## src/rtl/seg7_digit_sequencer.sv

```systemverilog
// rtl/seg7_digit_sequencer.sv - buffers hex digits and plays them back on one 7-segment display
// Optional continuous replay while run is held: define SEG7_SEQ_LOOP_EN.
module seg7_digit_sequencer #(
  parameter int DEPTH          = 8,
  parameter int DWELL_CYCLES   = 1000,
  parameter int GAP_CYCLES     = 100,
  parameter int SEG_ACTIVE_LOW = 0
) (
  input  logic       clk,
  input  logic       reset,
  input  logic       wr_en,
  input  logic [3:0] wr_data,
  input  logic       run,
  input  logic       clear,
  output logic [6:0] seg,
  output logic       dp,
  output logic       busy,
  output logic       full
);
  localparam int CW   = $clog2(DEPTH + 1);
  localparam int IW   = $clog2(DEPTH);
  localparam int TMAX = (DWELL_CYCLES > GAP_CYCLES) ? DWELL_CYCLES : GAP_CYCLES;
  localparam int TW   = (TMAX > 1) ? $clog2(TMAX) : 1;
  localparam logic [TW-1:0] DWELL_LOAD = TW'(DWELL_CYCLES - 1);
  localparam logic [TW-1:0] GAP_LOAD   = TW'((GAP_CYCLES > 0) ? GAP_CYCLES - 1 : 0);
`ifdef SEG7_SEQ_LOOP_EN
  localparam bit LOOP = 1'b1;
`else
  localparam bit LOOP = 1'b0;
`endif

  typedef enum logic [1:0] {IDLE, SHOW, GAP} state_t;

  state_t        state;
  logic [3:0]    mem [DEPTH];
  logic [CW-1:0] count;
  logic [IW-1:0] rd_idx;
  logic [TW-1:0] timer;
  logic          run_q;
  logic [6:0]    seg_q;
  logic          dp_q;

  function automatic logic [6:0] seg_of(input logic [3:0] d);
    case (d)
      4'h0:    seg_of = 7'h3F;
      4'h1:    seg_of = 7'h06;
      4'h2:    seg_of = 7'h5B;
      4'h3:    seg_of = 7'h4F;
      4'h4:    seg_of = 7'h66;
      4'h5:    seg_of = 7'h6D;
      4'h6:    seg_of = 7'h7D;
      4'h7:    seg_of = 7'h07;
      4'h8:    seg_of = 7'h7F;
      4'h9:    seg_of = 7'h6F;
      4'hA:    seg_of = 7'h77;
      4'hB:    seg_of = 7'h7C;
      4'hC:    seg_of = 7'h39;
      4'hD:    seg_of = 7'h5E;
      4'hE:    seg_of = 7'h79;
      default: seg_of = 7'h71;
    endcase
  endfunction

  logic          run_edge;
  logic          wr_ok;
  logic [CW-1:0] len_now;
  logic [3:0]    digit0;
  logic          is_last;
  logic [IW-1:0] nxt_idx;

  assign run_edge = run & ~run_q;
  assign wr_ok    = wr_en && (state == IDLE) && (count < CW'(DEPTH)) && !clear;
  // A write landing in the same cycle as the run edge is part of this playback.
  assign len_now  = count + CW'(wr_ok);
  assign digit0   = (count == '0) ? wr_data : mem[0];
  assign is_last  = (CW'(rd_idx) == count - CW'(1));
  assign nxt_idx  = is_last ? '0 : rd_idx + IW'(1);

  always_ff @(posedge clk) begin
    if (wr_ok) mem[count[IW-1:0]] <= wr_data;
  end

  always_ff @(posedge clk or posedge reset) begin
    if (reset) begin
      state  <= IDLE;
      count  <= '0;
      rd_idx <= '0;
      timer  <= '0;
      run_q  <= 1'b0;
      seg_q  <= '0;
      dp_q   <= 1'b0;
    end else begin
      run_q <= run;
      if (clear) begin
        state  <= IDLE;
        count  <= '0;
        rd_idx <= '0;
        timer  <= '0;
        seg_q  <= '0;
        dp_q   <= 1'b0;
      end else begin
        if (wr_ok) count <= count + CW'(1);
        case (state)
          IDLE: begin
            if (run_edge && len_now != '0) begin
              state  <= SHOW;
              rd_idx <= '0;
              timer  <= DWELL_LOAD;
              seg_q  <= seg_of(digit0);
              dp_q   <= (len_now == CW'(1));
            end
          end
          SHOW: begin
            if (timer != '0) begin
              timer <= timer - TW'(1);
            end else if ((LOOP && !run) || (is_last && !LOOP)) begin
              state <= IDLE;
              seg_q <= '0;
              dp_q  <= 1'b0;
            end else if (GAP_CYCLES != 0) begin
              state <= GAP;
              timer <= GAP_LOAD;
              seg_q <= '0;
              dp_q  <= 1'b0;
            end else begin
              rd_idx <= nxt_idx;
              timer  <= DWELL_LOAD;
              seg_q  <= seg_of(mem[nxt_idx]);
              dp_q   <= (CW'(nxt_idx) == count - CW'(1));
            end
          end
          GAP: begin
            if (timer != '0) begin
              timer <= timer - TW'(1);
            end else if (LOOP && !run) begin
              state <= IDLE;
            end else begin
              state  <= SHOW;
              rd_idx <= nxt_idx;
              timer  <= DWELL_LOAD;
              seg_q  <= seg_of(mem[nxt_idx]);
              dp_q   <= (CW'(nxt_idx) == count - CW'(1));
            end
          end
          default: state <= IDLE;
        endcase
      end
    end
  end

  assign seg  = (SEG_ACTIVE_LOW != 0) ? ~seg_q : seg_q;
  assign dp   = (SEG_ACTIVE_LOW != 0) ? ~dp_q : dp_q;
  assign busy = (state != IDLE);
  assign full = (count == CW'(DEPTH));

endmodule

```

## config.mk

```make
export PLATFORM = sky130hd
export DESIGN_NAME = seg7_digit_sequencer
export DESIGN_NICKNAME = d
export VERILOG_FILES = /design/src/rtl/seg7_digit_sequencer.sv
export SDC_FILE = /design/constraint.sdc
export NUM_CORES = 1
export LEC_CHECK = 0
export CAP_MARGIN = 20
export CORE_ASPECT_RATIO = 1.1
export CORE_MARGIN = 2
export CORE_UTILIZATION = 50
export CTS_CLUSTER_DIAMETER = 150
export DETAILED_ROUTE_END_ITERATION = 10
export PLACE_DENSITY = 0.64
export REMOVE_ABC_BUFFERS = 1
export SLEW_MARGIN = 20
export SYNTH_ARGS = -nofsm -noshare
export SYNTH_HDL_FRONTEND = slang
export SYNTH_SLANG_ARGS = --single-unit
```

## constraint.sdc

```tcl
create_clock -name clk -period 3.7 [get_ports clk]
set_clock_uncertainty 0.1 [all_clocks]
set_input_delay 0.37 -clock clk [delete_from_list [all_inputs] [get_ports clk]]
set_output_delay 0.37 -clock clk [all_outputs]
set_load 0.1 [all_outputs]
```

==> impl_results.md, run 1 <==
* Synth warn at 0
* Total power draw at 3.58 mW
* Post-Syn Area at roughly 0.0038 mm²
* Worst reg2reg path depth at 10
* Status: completed
* Crit path launch: rd_idx[1]
* Fin. Hold Viols at 0
* Slowest cell delay on critical path at 0.50 ns
* Main synth FF type: edfxtp_1
* Slew @ Worst Pin at 0.973 ns
* Biggest area consumer among synthesized cells: edfxtp_1
* Die ar. at ~0.0082 mm²
* Yosys reg bits at 60
* CTS Hold Bufs at 0
* Synth top area share at 0.255
* Crit-path cells: ha_1 > xnor2_1 > o21ai_0 > a221o_1 > nand2_1 > inv_1 > ha_1 > mux2_2 > a211o_1 > a31oi_1
* Syn avg cell area at 10.3 µm²
* Clock power share at 0.185
* Die Wd at about 87 µm
* Maximum clock path buffer count at 2
* Post-route ant nets at 0
* Clock transition at path regs at ~0.080 ns
* Die Y-Extent at roughly 95 µm
* Area grow syn2layout at 16.5%
* Post-detail-place hpwl at 6420 µm
* Fraction of registers with async set/reset at 0.467
* I/O pins at 19
* Largest net degree at the start of global routing at 29
* Hold Crit Class: primary input to asynchronous set/reset pin
* Vias in the first global route at approximately 2800
* CTS tree: done
* Share of layout cells above drive strength 1 at 0.147
* WP data arrival at 3.44 ns
* Cells after Synth at 365
* Seq/Total Area, Yosys at 0.441
* Tmin final at 3.26 ns
* Psw at 1.63 mW
* Final Non-Filler Cells at approximately 490
* Routed via count at slightly below 3000
* P_int at slightly below 2 mW
* Max Slew Vio Count at 0
* Power density over the cells at roughly 800 mW/mm²
* WS Path Type: flop to flop
* Final nets at between 400 and 500
* Worst-skew pair later-pin latency at 0.36 ns
* Routability cong. at just under 0.9
* Cells after DPL at about 480
* Critical path's slowest cell: xnor2_1
* Post_cts resized at 0
* CP Launch Type: flop
* CP Capture Type: flop
* Layout Utilization at 0.593
* Global-route wire length before repair at 14100 µm
* Post-synthesis cell type count at 60
* Flop pwr share at 0.253
* Inserted Diodes at 0
* Drt drc at 0
* Critical Path Fanout Max at 6
* Clock buffer count from CTS at 9
* Routed Wire Length at 8710 µm
* Port Buffers at 18
* Synth Area in Simple Gates at 0.135
* Fmax at around 0.3 GHz
* WL/cell at 17.6 µm
* Top cells by area, synth: edfxtp_1 (26%), dfrtp_1 (19%), ha_1 (7.0%)
* # fillers at between 600 and 700
* FF-to-FF Start: rd_idx[1]
* Commonest non-fill, non-tap cell in the layout: edfxtp_1
* Leakage power at 1.79 nW
* Setup TNS at 0 ns
* Setup-violating endpoint count in the final report at 0
* Post-CTS Setup Bufs at 0
* Root Buffer: clkbuf_8
* Starting Density at 0.509
* Xor and xnor area share after synthesis at 0.0412
* Post-synth EDFFs at 32
* Pre-antenna DRT Iters at 4
* Total global-route track usage at 0.227
* GR Overflow Total at 0
* Post-Synth Adder-Cell Area at 0.0698
* DRT iter0 DRCs at 152
* Combinational cell fraction of total power at 0.562
* Most common cell on crit path: ha_1
* Clk sinks at 60
* Max VDD drop at a little over 0.0003 V
* RSZ-0062 raised after global routing: no
* Final cycle utilization of the critical path at 0.882
* Antenna violations before repair at 0
* Sw Share at 0.456
* H-tree Lvls at 3
* Rel. slew slack at 0.349
* Max-cap violations at 0
* Mux contribution to synthesized area at 0.0950
* Row cnt at 33
* Data required, critical path at 3.88 ns
* Vias per cell at 5.95
* CORE AREA at 0.00739 mm²
* Largest family of logic cells by synthesized area: compound AO/OA/AOI/OAI gates
* Complex-gate fraction of the synthesized area at 0.175
* Most frequent cells in the layout: edfxtp_1 (32), nor2_1 (29), inv_1 (28), dfrtp_1 (28)
-- critical path: cells and delay by family, from the launching register on --
kind / cells / cell delay [ns]
buffers and inverters: 1 / 0.11
AO/OA/AOI/OAI: 4 / 1.02
XOR/XNOR: 1 / 0.50
flip-flops: 1 / 0.42
AND/OR/NAND/NOR: 1 / 0.19
adder cells (fa/ha/maj): 2 / 0.56
multiplexers: 1 / 0.28
-- logic make-up (layout without fill, tap and decap cells) --
family                   Yosys count  in the layout
multiplexers                      30             30
AND/OR/NAND/NOR                  103            103
buffers and inverters             42             84
AO/OA/AOI/OAI                     95             95
adder cells (fa/ha/maj)           21             21
flip-flops                        60             60
XOR/XNOR                          14             14
-- through the flow --
step / setup slack (ns) / area, µm² / hold slack [ns]
after CTS: 0.163 / 4370 / 0.335
after detailed placement: 0.0229 / 4140 / 0.379
after global placement: 0.114 / 4140 / 0.382
after floorplan: 0.223 / 3720 / 0.301
after global routing: 0.218 / 4390 / 0.391
final: 0.436 / 4390 / 0.324
-- final timing paths --
path	endpoint	slack [ns]
setup / recovery	seg[5]	0.44
hold / removal	timer[6]	0.32
setup reg to reg	seg[5]	0.44
hold reg to reg	seg[2]	0.40
max in group asynchronous	count[1]	2.76
min in group clk	seg[2]	0.40
-- power by group through the flow --
stage	registers [mW]	clock network (mW)	logic, mW
after floorplan	1.14	0	1.24
after global routing	0.916	0.709	2.20
after global placement	0.915	0	1.95
after CTS	0.904	0.681	1.99
after detailed placement	0.917	0	1.98
final	0.904	0.663	2.01
-- flip-flops by register name (all words and copies together), names as in the netlist --
register and count:
count 4, dp 1, mem 32, rd_idx 3, run_q 1, seg 7, state 2, timer 10
-- cells in the mapped netlist, types with 3 or more instances --
library cell  count
a21oi_1          20
a221oi_1          4
a22o_1            3
a22oi_1           4
a31oi_1           3
and2_1            5
buf_2             3
clkbuf_1          9
dfrtp_1          28
edfxtp_1         32
ha_1             21
inv_1            29
mux2_2            6
mux2i_1          20
mux4_2            4
nand2_1          21
nand2b_1          6
nand3_1          12
nand4_1           4
nor2_1           29
nor3_1           12
o21ai_0          21
o21ai_1           3
o221ai_1          3
o22ai_1           3
o2bb2ai_1         3
o31ai_1           5
or4_1             3
xnor2_1           7
xor2_1            5
-- layer usage --
layer	vias to the layer above	share of wire	track usage	routed length [µm]
met4	0	0.020	0.105	177
met2	49	0.50	0.368	4390
met3	14	0.027	0.0416	232
li1	1430	-	-	-
met1	1445	0.45	0.295	3910
met5	-	0	0	0
-- area by class of cell --
cell class                 count  area [µm²]  share of cell area
multi-input combinational    263        1950               0.446
sequential                    60        1660               0.379
timing repair buffer          38         325              0.0742
clock buffer                   9         124              0.0282
inverter                      30         113              0.0257
tap                           87         109              0.0248
clock inverter                 7        98.8              0.0225
Power figures use the tool's default switching activity.
==> run 2: changes to the inputs <==
Settings changed: HOLD_SLACK_MARGIN set to 0.06.
==> results of run 2 <==
The final DEF is identical to that of run 1; final timing and power are the same.
